### config.mk
export PLATFORM = sky130hd
export DESIGN_NAME = priority_arbiter
export DESIGN_NICKNAME = d
export VERILOG_FILES = /design/src/rtl/priority_arbiter.sv
export SDC_FILE = /design/constraint.sdc
export NUM_CORES = 1
export LEC_CHECK = 0
export BUFFER_PORTS_ARGS = -buffer_cell sky130_fd_sc_hd__buf_2
export CAP_MARGIN = 0
export CORE_AREA = 2 2 39 41
export CTS_CLUSTER_SIZE = 24
export DETAILED_ROUTE_END_ITERATION = 8
export DIE_AREA = 0 0 41 43
export HOLD_SLACK_MARGIN = 0.12
export PLACE_DENSITY_LB_ADDON = 0.1
export SLEW_MARGIN = 30
export SYNTH_ARGS = -nofsm -noshare
export SYNTH_HDL_FRONTEND = slang
export SYNTH_SLANG_ARGS = --single-unit
### constraint.sdc
create_clock -name clk -period 0.9 [get_ports clk]
set_clock_uncertainty 0.05 [all_clocks]
set_input_delay 0.045 -clock clk [delete_from_list [all_inputs] [get_ports clk]]
set_output_delay 0.045 -clock clk [all_outputs]
set_load 0.05 [all_outputs]
### src/rtl/priority_arbiter.sv
// Registered N-way arbiter with grant holding and an optional hold-time limit.
// Round-robin mode is built only when ARB_ROUND_ROBIN_EN is defined.
module priority_arbiter #(
  parameter int N        = 4,
  parameter int MAX_HOLD = 0,
  parameter int IW       = $clog2(N)
) (
  input  logic          clk,
  input  logic          reset_n,
  input  logic [N-1:0]  req,
  input  logic          mode,
  output logic [N-1:0]  gnt,
  output logic          gnt_valid,
  output logic [IW-1:0] gnt_idx
);

  localparam int unsigned NU = N;
  localparam int HW = (MAX_HOLD > 1) ? $clog2(MAX_HOLD) : 1;
  localparam logic [HW-1:0] HOLD_LAST = HW'((MAX_HOLD > 0) ? MAX_HOLD - 1 : 0);

  typedef enum logic {IDLE, HOLD} state_e;

  state_e          state_q, state_d;
  logic [N-1:0]    gnt_q, gnt_d;
  logic            gnt_valid_q, gnt_valid_d;
  logic [IW-1:0]   gnt_idx_q, gnt_idx_d;
  logic [HW-1:0]   hold_cnt_q, hold_cnt_d;

  logic            arb;
  logic [N-1:0]    arb_req;
  logic            holder_req;
  logic            expire;
  logic [IW-1:0]   win_idx;

  // Highest set index wins.
  function automatic logic [IW-1:0] fixed_pick(input logic [N-1:0] r);
    fixed_pick = '0;
    for (int unsigned i = 0; i < NU; i++) begin
      if (r[i]) fixed_pick = IW'(i);
    end
  endfunction

`ifdef ARB_ROUND_ROBIN_EN
  logic [IW-1:0] last_idx_q, last_idx_d;

  // First set bit at or after last+1, ascending with wraparound.
  function automatic logic [IW-1:0] rr_pick(input logic [N-1:0] r,
                                            input logic [IW-1:0] last);
    int unsigned start, dist, best;
    start   = (32'(last) + 1) % NU;
    best    = NU;
    rr_pick = '0;
    for (int unsigned i = 0; i < NU; i++) begin
      if (r[i]) begin
        dist = (i + NU - start) % NU;
        if (dist < best) begin
          best    = dist;
          rr_pick = IW'(i);
        end
      end
    end
  endfunction
`else
  logic unused_mode;
  always_comb unused_mode = mode;
`endif

  always_comb begin
    state_d     = state_q;
    gnt_d       = gnt_q;
    gnt_valid_d = gnt_valid_q;
    gnt_idx_d   = gnt_idx_q;
    hold_cnt_d  = hold_cnt_q;
    arb         = 1'b0;
    arb_req     = req;
    holder_req  = |(req & gnt_q);
    expire      = (MAX_HOLD > 0) && (hold_cnt_q == HOLD_LAST);
`ifdef ARB_ROUND_ROBIN_EN
    last_idx_d  = last_idx_q;
`endif

    unique case (state_q)
      IDLE: arb = 1'b1;
      HOLD: begin
        if (!holder_req) begin
          arb = 1'b1;
        end else if (expire) begin
          // Expired holder is excluded from this one decision only.
          arb     = 1'b1;
          arb_req = req & ~gnt_q;
        end else if (MAX_HOLD > 0) begin
          hold_cnt_d = hold_cnt_q + 1'b1;
        end
      end
      default: arb = 1'b1;
    endcase

`ifdef ARB_ROUND_ROBIN_EN
    win_idx = mode ? rr_pick(arb_req, last_idx_q) : fixed_pick(arb_req);
`else
    win_idx = fixed_pick(arb_req);
`endif

    if (arb) begin
      hold_cnt_d = '0;
      if (|arb_req) begin
        state_d     = HOLD;
        gnt_valid_d = 1'b1;
        gnt_idx_d   = win_idx;
        for (int unsigned i = 0; i < NU; i++) gnt_d[i] = (IW'(i) == win_idx);
`ifdef ARB_ROUND_ROBIN_EN
        last_idx_d  = win_idx;
`endif
      end else begin
        state_d     = IDLE;
        gnt_d       = '0;
        gnt_valid_d = 1'b0;
        gnt_idx_d   = '0;
      end
    end
  end

  always_ff @(posedge clk) begin
    if (!reset_n) begin
      state_q     <= IDLE;
      gnt_q       <= '0;
      gnt_valid_q <= 1'b0;
      gnt_idx_q   <= '0;
      hold_cnt_q  <= '0;
`ifdef ARB_ROUND_ROBIN_EN
      last_idx_q  <= IW'(N - 1);
`endif
    end else begin
      state_q     <= state_d;
      gnt_q       <= gnt_d;
      gnt_valid_q <= gnt_valid_d;
      gnt_idx_q   <= gnt_idx_d;
      hold_cnt_q  <= hold_cnt_d;
`ifdef ARB_ROUND_ROBIN_EN
      last_idx_q  <= last_idx_d;
`endif
    end
  end

  assign gnt       = gnt_q;
  assign gnt_valid = gnt_valid_q;
  assign gnt_idx   = gnt_idx_q;

endmodule

==> summary.md, run 1 <==
| Metric | Value |
|---|---|
| Outcome | `finished, violations left` |
| Failing checks | `setup timing` |
| Core area | `1384 um^2` |
| CP Class | `flip-flop to flip-flop` |
| Vias | `between 300 and 400` |
| Final slew viol count | `0` |
| Hold slack final | `0.01507 ns` |
| Post-route setup slack | `-0.1820 ns` |
| Clk Latency, worst-skew pair | `roughly 0.25 ns` |
| Clock group share of total power | `0.339` |
| Area Growth Syn to Fin | `88.21%` |
| CP Capture Type | `flip-flop` |
| Leakage | `approximately 0.26 nW` |
| Post-Syn Area per Cell | `roughly 10 um^2` |
| Sw Pwr | `about 0.26 mW` |
| Worst VDD drop | `0.0005884 V` |
| Final Critical Period | `between 1 and 1.5 ns` |
| DRC viols | `0` |
| Grt total ovfl | `0` |
| First-pass GRT wire length | `approximately 1400 um` |
| Root Driver | `clkbuf_4` |
| Sequential share of the synthesized area | `0.4259` |
| Final Hold Vio Count | `0` |
| Placement Cell Area | `474.2 um^2` |
| Share of layout cells above drive strength 1 | `0.5763` |
| Synth cell types | `13` |
| Total global-route track usage | `0.1219` |
| # rows | `14` |
| Gate count after technology mapping | `32` |
| Die X | `41 um` |
| Hold Buf Count CTS | `4` |
| CP peak stage delay | `approximately 0.35 ns` |
| Largest net degree at the start of global routing | `14` |
| Max Clk Rate | `~920 MHz` |
| Crit path launch type | `flip-flop` |
| Post-route cell area | `approximately 620 um^2` |
| Critical path cell sequence | `a22oi_2 -> a21boi_4 -> mux2i_1` |
| Depth of the most critical reg-to-reg path | `3` |
| NumNets Final | `between 60 and 70` |
| Required @ worst endpoint | `around 1 ns` |
| Total of warnings raised by yosys | `0` |
| Core Util, Final | `0.4476` |
| Max clock buf depth | `2` |
| Vias per inst | `4.373` |
| ANT nets after route | `0` |
| Final wirelength | `about 820 um` |
| Initial antenna violation count | `0` |
| DRT iter0 DRCs | `2` |
| Count of input and output buffers | `12` |
| Dpl cells | `66` |
| Comb pwr share | `0.269` |
| CTS tree | `done` |
| Sw Share | `0.3006` |
| Mapped Area | `around 330 um^2` |
| Unrepaired setup endpoints after global routing | `yes` |
| Reg area | `~160 um^2` |
| Yosys reg bits | `7` |
| Final Wtd Congestion | `just under 0.7` |
| Worst-path fanout max | `6` |
| Top Ports | `14` |
| Register-to-Register Setup Slack | `-0.18 ns` |
| Internal power | `roughly 0.60 mW` |
| Clock-pin slew on the worst setup and hold paths | `0.05 ns` |
| Number of global-route vias before repair | `about 330` |
| CTS Sinks | `7` |
| Routed WL per cell | `10.95 um` |
| Final cycle utilization of the critical path | `1.202` |
| Critical Path Stages | `3` |
| Syn nets | `39` |
| TNS Setup | `-1.222 ns` |
| Sequential fraction of design power | `0.392` |
| H-tree levels | `1` |
| Slew margin rel. | `0.8021` |
| HP Class | `input pin to flip-flop` |
| Die Y | `43 um` |
| Non-Filler Instances | `75` |
| WP buf/inv | `0` |
| Critical Path AT | `around 1.2 ns` |
| Max-cap violations | `0` |
| Slowest cell on crit path | `dfxtp_4` |
| Final Setup Violations | `10` |
| Number of diodes | `0` |
| Worst hold stages | `2` |
| Power per cell area | `around 1400 nW/um^2` |
| Die area | `1763 um^2` |
| Fillcell total | `130` |
| Critical path's top delay family | `compound AO/OA/AOI/OAI gates` |
| Slew @ Worst Pin | `slightly below 0.3 ns` |
| Total CTS buffers | `3` |
| Initial core utilization | `0.2378` |
| Multi-input logic area | `185.2 um^2` |
| First drt pass iteration count | `4` |
layout make-up:
cell class,instances,share of cell area
Multi-Input combinational cell,24,0.2990
Sequential cell,7,0.2566
Clock buffer,4,0.04242
Tap cell,16,0.03232
Timing Repair Buffer,24,0.3697
logic make-up after synthesis:
logic type,after synthesis,synth area share
flip-flops,7,0.4258
buffers and inverters,1,0.01140
multiplexers,6,0.1825
AND/OR/NAND/NOR,12,0.1825
AO/OA/AOI/OAI,6,0.1977
sequential cells by signal, summed over array words and instances (netlist names):
register,cells
gnt,4
gnt_valid,1
gnt_idx,2
metrics by stage:
stage	worst slack (ns)	total power, mW
after floorplan	-0.2266	0.4551
after global placement	-0.1592	0.5218
after detailed placement	-0.1782	0.5227
after CTS	-0.1919	0.8621
after global routing	-0.2421	0.9184
final	-0.1820	0.8614
path summary, 6_finish.rpt:
path / startpoint / endpoint
worst min register to register: gnt_idx[1]$_SDFFE_PN0P_ / gnt_idx[1]$_SDFFE_PN0P_
worst max-delay path: gnt[2]$_SDFFE_PN0P_ / gnt[0]$_SDFFE_PN0P_
worst min-delay path: req[3] / gnt_valid$_SDFFE_PN0P_
worst max register to register: gnt[2]$_SDFFE_PN0P_ / gnt[0]$_SDFFE_PN0P_
what timing repair did:
| item | in CTS | in global routing |
|---|---|---|
| gates resized for setup | 17 | 7 |
| pin swaps | 0 | 1 |
| buffers inserted | 0 | 2 |
| endpoints found under the setup margin | 13 | 13 |
| hold endpoints to repair | 7 | 3 |
layer usage:
layer / track usage / routed length (um) / up-vias / share of wire
li1: - / - / 169 / -
met2: 0.1438 / 420 / 11 / 0.51
met5: 0 / 0 / - / 0
met4: 0.08000 / 0 / 0 / 0
met3: 0.06806 / 53 / 0 / 0.065
met1: 0.1623 / 348 / 148 / 0.42
layout by cell type, fill, tap and decap left out:
cell type       synthesis  routed
a21boi_4                1       1
a22oi_2                 2       2
and2b_2                 1       1
buf_2                   0       5
buf_4                   0       6
buf_6                   0       5
buf_8                   0       4
clkbuf_1                1       1
clkbuf_4                0       3
dfxtp_2                 0       3
dfxtp_4                 0       4
dlygate4sd3_1           0       3
dlymetal6s4s_1          0       1
mux2i_1                 6       6
nand2_1                 7       7
nand3_1                 1       1
nand3b_1                1       1
nand4b_1                1       1
nor2_1                  1       1
o21ai_0                 2       2
o41a_1                  1       1
power by group through the flow:
| stage | registers [mW] | clock network (mW) | logic [mW] |
|---|---|---|---|
| 2_1_floorplan | 0.405 | 0 | 0.0503 |
| 3_3_place_gp | 0.339 | 0 | 0.183 |
| 3_5_place_dp | 0.340 | 0 | 0.183 |
| 4_1_cts | 0.335 | 0.304 | 0.223 |
| 5_1_grt | 0.340 | 0.331 | 0.247 |
| 6_report | 0.338 | 0.292 | 0.232 |
worst register-to-register path: stages, from the launching register on:
cell      delay (ns)
dfxtp_4         0.35
a22oi_2         0.08
a21boi_4        0.30
mux2i_1         0.22
cells in the mapped netlist:
library cell,n,area share
clkbuf_1,1,0.011
nand4b_1,1,0.027
nor2_1,1,0.011
a22oi_2,2,0.076
o41a_1,1,0.034
nand2_1,7,0.080
nand3_1,1,0.015
a21boi_4,1,0.057
mux2i_1,6,0.18
nand3b_1,1,0.023
and2b_2,1,0.027
dfxtp_1,7,0.43
o21ai_0,2,0.030
Power figures use the tool's default switching activity.
==> run 2, diff against run 1 <==
SETUP_SLACK_MARGIN = 0.3   (was not set)
==> run 2 against run 1 <==
Net effect: the run still ends with setup timing left; core utilization grew 0.090 points; sequential power is essentially flat; largest power group unchanged; setup slack gained 0.0060 ns; critical path type unchanged; global-route usage shrank 0.60 points; worst hold slack gained 0.0035 ns; highest routed layer unchanged; first-iteration DRC count grew 50%.
==> summary.md, run 2 (synthesis results as in run 1) <==
| Metric | Value |
|---|---|
| Outcome | `finished, violations left` |
| Failing checks | `setup timing` |
| CP peak stage delay | `between 0.3 and 0.4 ns` |
| HP Class | `input pin to flip-flop` |
| CP Class | `flip-flop to flip-flop` |
| Hold slack final | `about 0.019 ns` |
| Sw Pwr | `0.2586 mW` |
| Die Y | `roughly 43 um` |
| Critical path cell sequence | `a22oi_2 -> a21boi_4 -> mux2i_1` |
| Final Setup Violations | `10` |
| Max Clk Rate | `around 930 MHz` |
| Top Ports | `14` |
| Unrepaired setup endpoints after global routing | `yes` |
| Commonest non-fill, non-tap cell in the layout | `buf_4` |
| Leakage | `0.2553 nW` |
| Most frequent cells in the layout | `buf_4 (8), nand2_1 (7), buf_8 (7)` |
| Internal power | `around 0.61 mW` |
| Comb pwr share | `0.279` |
| Crit path launch type | `flip-flop` |
| Count of input and output buffers | `12` |
| Total CTS buffers | `3` |
| Final Hold Vio Count | `0` |
| Final wirelength | `780 um` |
| Max clock buf depth | `2` |
| Max-cap violations | `0` |
| Worst-path fanout max | `6` |
| # rows | `14` |
| Placement Cell Area | `approximately 470 um^2` |
| Share of layout cells above drive strength 1 | `0.6379` |
| Clock-pin slew on the worst setup and hold paths | `0.05 ns` |
| Final Wtd Congestion | `just under 0.7` |
| Routed WL per cell | `10.54 um` |
| Slowest cell on crit path | `dfxtp_4` |
| Post-route setup slack | `-0.1761 ns` |
| DRT iter0 DRCs | `3` |
| WP buf/inv | `0` |
| CTS tree | `done` |
| First drt pass iteration count | `4` |
| Number of global-route vias before repair | `around 310` |
| Slew margin rel. | `0.8018` |
| Max reg flops | `4` |
| Die X | `41 um` |
| H-tree levels | `1` |
| Initial core utilization | `0.2378` |
| Largest net degree at the start of global routing | `14` |
| Worst hold stages | `2` |
| Number of diodes | `0` |
| Area Growth Syn to Fin | `88.59%` |
| Total global-route track usage | `0.1158` |
| Final slew viol count | `0` |
| Sequential fraction of design power | `0.389` |
| Final cycle utilization of the critical path | `1.196` |
| Depth of the most critical reg-to-reg path | `3` |
| Core Util, Final | `0.4485` |
| Critical path's top delay family | `compound AO/OA/AOI/OAI gates` |
| Core area | `between 1000 and 1500 um^2` |
| Sw Share | `0.2964` |
| Initial antenna violation count | `0` |
| Required @ worst endpoint | `roughly 1.0 ns` |
| ANT nets after route | `0` |
| Final Critical Period | `1.076 ns` |
| Slew @ Worst Pin | `between 0.2 and 0.3 ns` |
| Clk Latency, worst-skew pair | `0.25 ns` |
| Post-route cell area | `approximately 620 um^2` |
| DRC viols | `0` |
| Critical Path AT | `1.20 ns` |
| Die area | `roughly 1800 um^2` |
| Power per cell area | `around 1400 nW/um^2` |
| Clock group share of total power | `0.332` |
| Critical Path Stages | `3` |
| First-pass GRT wire length | `around 1300 um` |
| NumNets Final | `66` |
| Grt total ovfl | `0` |
| Vias per inst | `~4.3` |
| CTS Sinks | `7` |
| Worst VDD drop | `approximately 0.00063 V` |
| Root Driver | `clkbuf_4` |
| CP Capture Type | `flip-flop` |
| Vias | `between 300 and 400` |
## run 2: changes by cell type in the layout (fill, tap and decap cells not counted)
cell,delta
buf_2,-1
buf_4,+2
buf_6,-1
buf_8,+3
dlygate4sd3_1,-3
dlymetal6s4s_1,-1
## run 2: layout make-up
| cell class | instances | area, um^2 |
|---|---|---|
| Clock buffer | 4 | 26.28 |
| Fill cell | 131 | 763.2 |
| Multi-Input combinational cell | 24 | 185.2 |
| Sequential cell | 7 | 158.9 |
| Tap cell | 16 | 20.02 |
| Timing Repair Buffer | 23 | 230.2 |
## run 2: path summary, 6_finish.rpt
check | from | endpoint | slack, ns
max | gnt[2]$_SDFFE_PN0P_ | gnt[3]$_SDFFE_PN0P_ | -0.18
min reg2reg | gnt_idx[1]$_SDFFE_PN0P_ | gnt_idx[1]$_SDFFE_PN0P_ | 0.54
max reg2reg | gnt[2]$_SDFFE_PN0P_ | gnt[3]$_SDFFE_PN0P_ | -0.18
min | req[3] | gnt_valid$_SDFFE_PN0P_ | 0.02
## run 2: repair_timing
item                                    in CTS  in global routing
pin swaps                                    1                  1
setup buffers                                1                  3
gates cloned                                 0                  0
resized for setup                           26                  2
endpoints found under the setup margin      14                 13
hold endpoints to repair                     7                  6
## run 2: power groups by stage
| stage | sequential, mW | clock (mW) | combinational (mW) |
|---|---|---|---|
| 2_1_floorplan | 0.405 | 0 | 0.0503 |
| 3_3_place_gp | 0.339 | 0 | 0.183 |
| 3_5_place_dp | 0.340 | 0 | 0.183 |
| 4_1_cts | 0.341 | 0.304 | 0.231 |
| 5_1_grt | 0.342 | 0.331 | 0.259 |
| 6_report | 0.340 | 0.289 | 0.243 |
## run 2: metal layers
metal / track usage / wire length (um) / vias up
li1: - / - / 168
met1: 0.1591 / 346 / 144
met2: 0.1281 / 393 / 7
met3: 0.06806 / 40 / 0
met4: 0.08000 / 0 / 0
met5: 0 / 0 / -
## run 2: through the flow
stage | setup TNS, ns | power [mW] | std cells | worst slack [ns]
global placement | -0.7904 | 0.5218 | 66 | -0.1592
finish | -1.293 | 0.8725 | 74 | -0.1761
detailed placement | -0.9356 | 0.5227 | 66 | -0.1782
floorplan | -1.349 | 0.4551 | 32 | -0.2266
global route | -1.827 | 0.9321 | 74 | -0.2418
CTS | -1.285 | 0.8753 | 71 | -0.1920
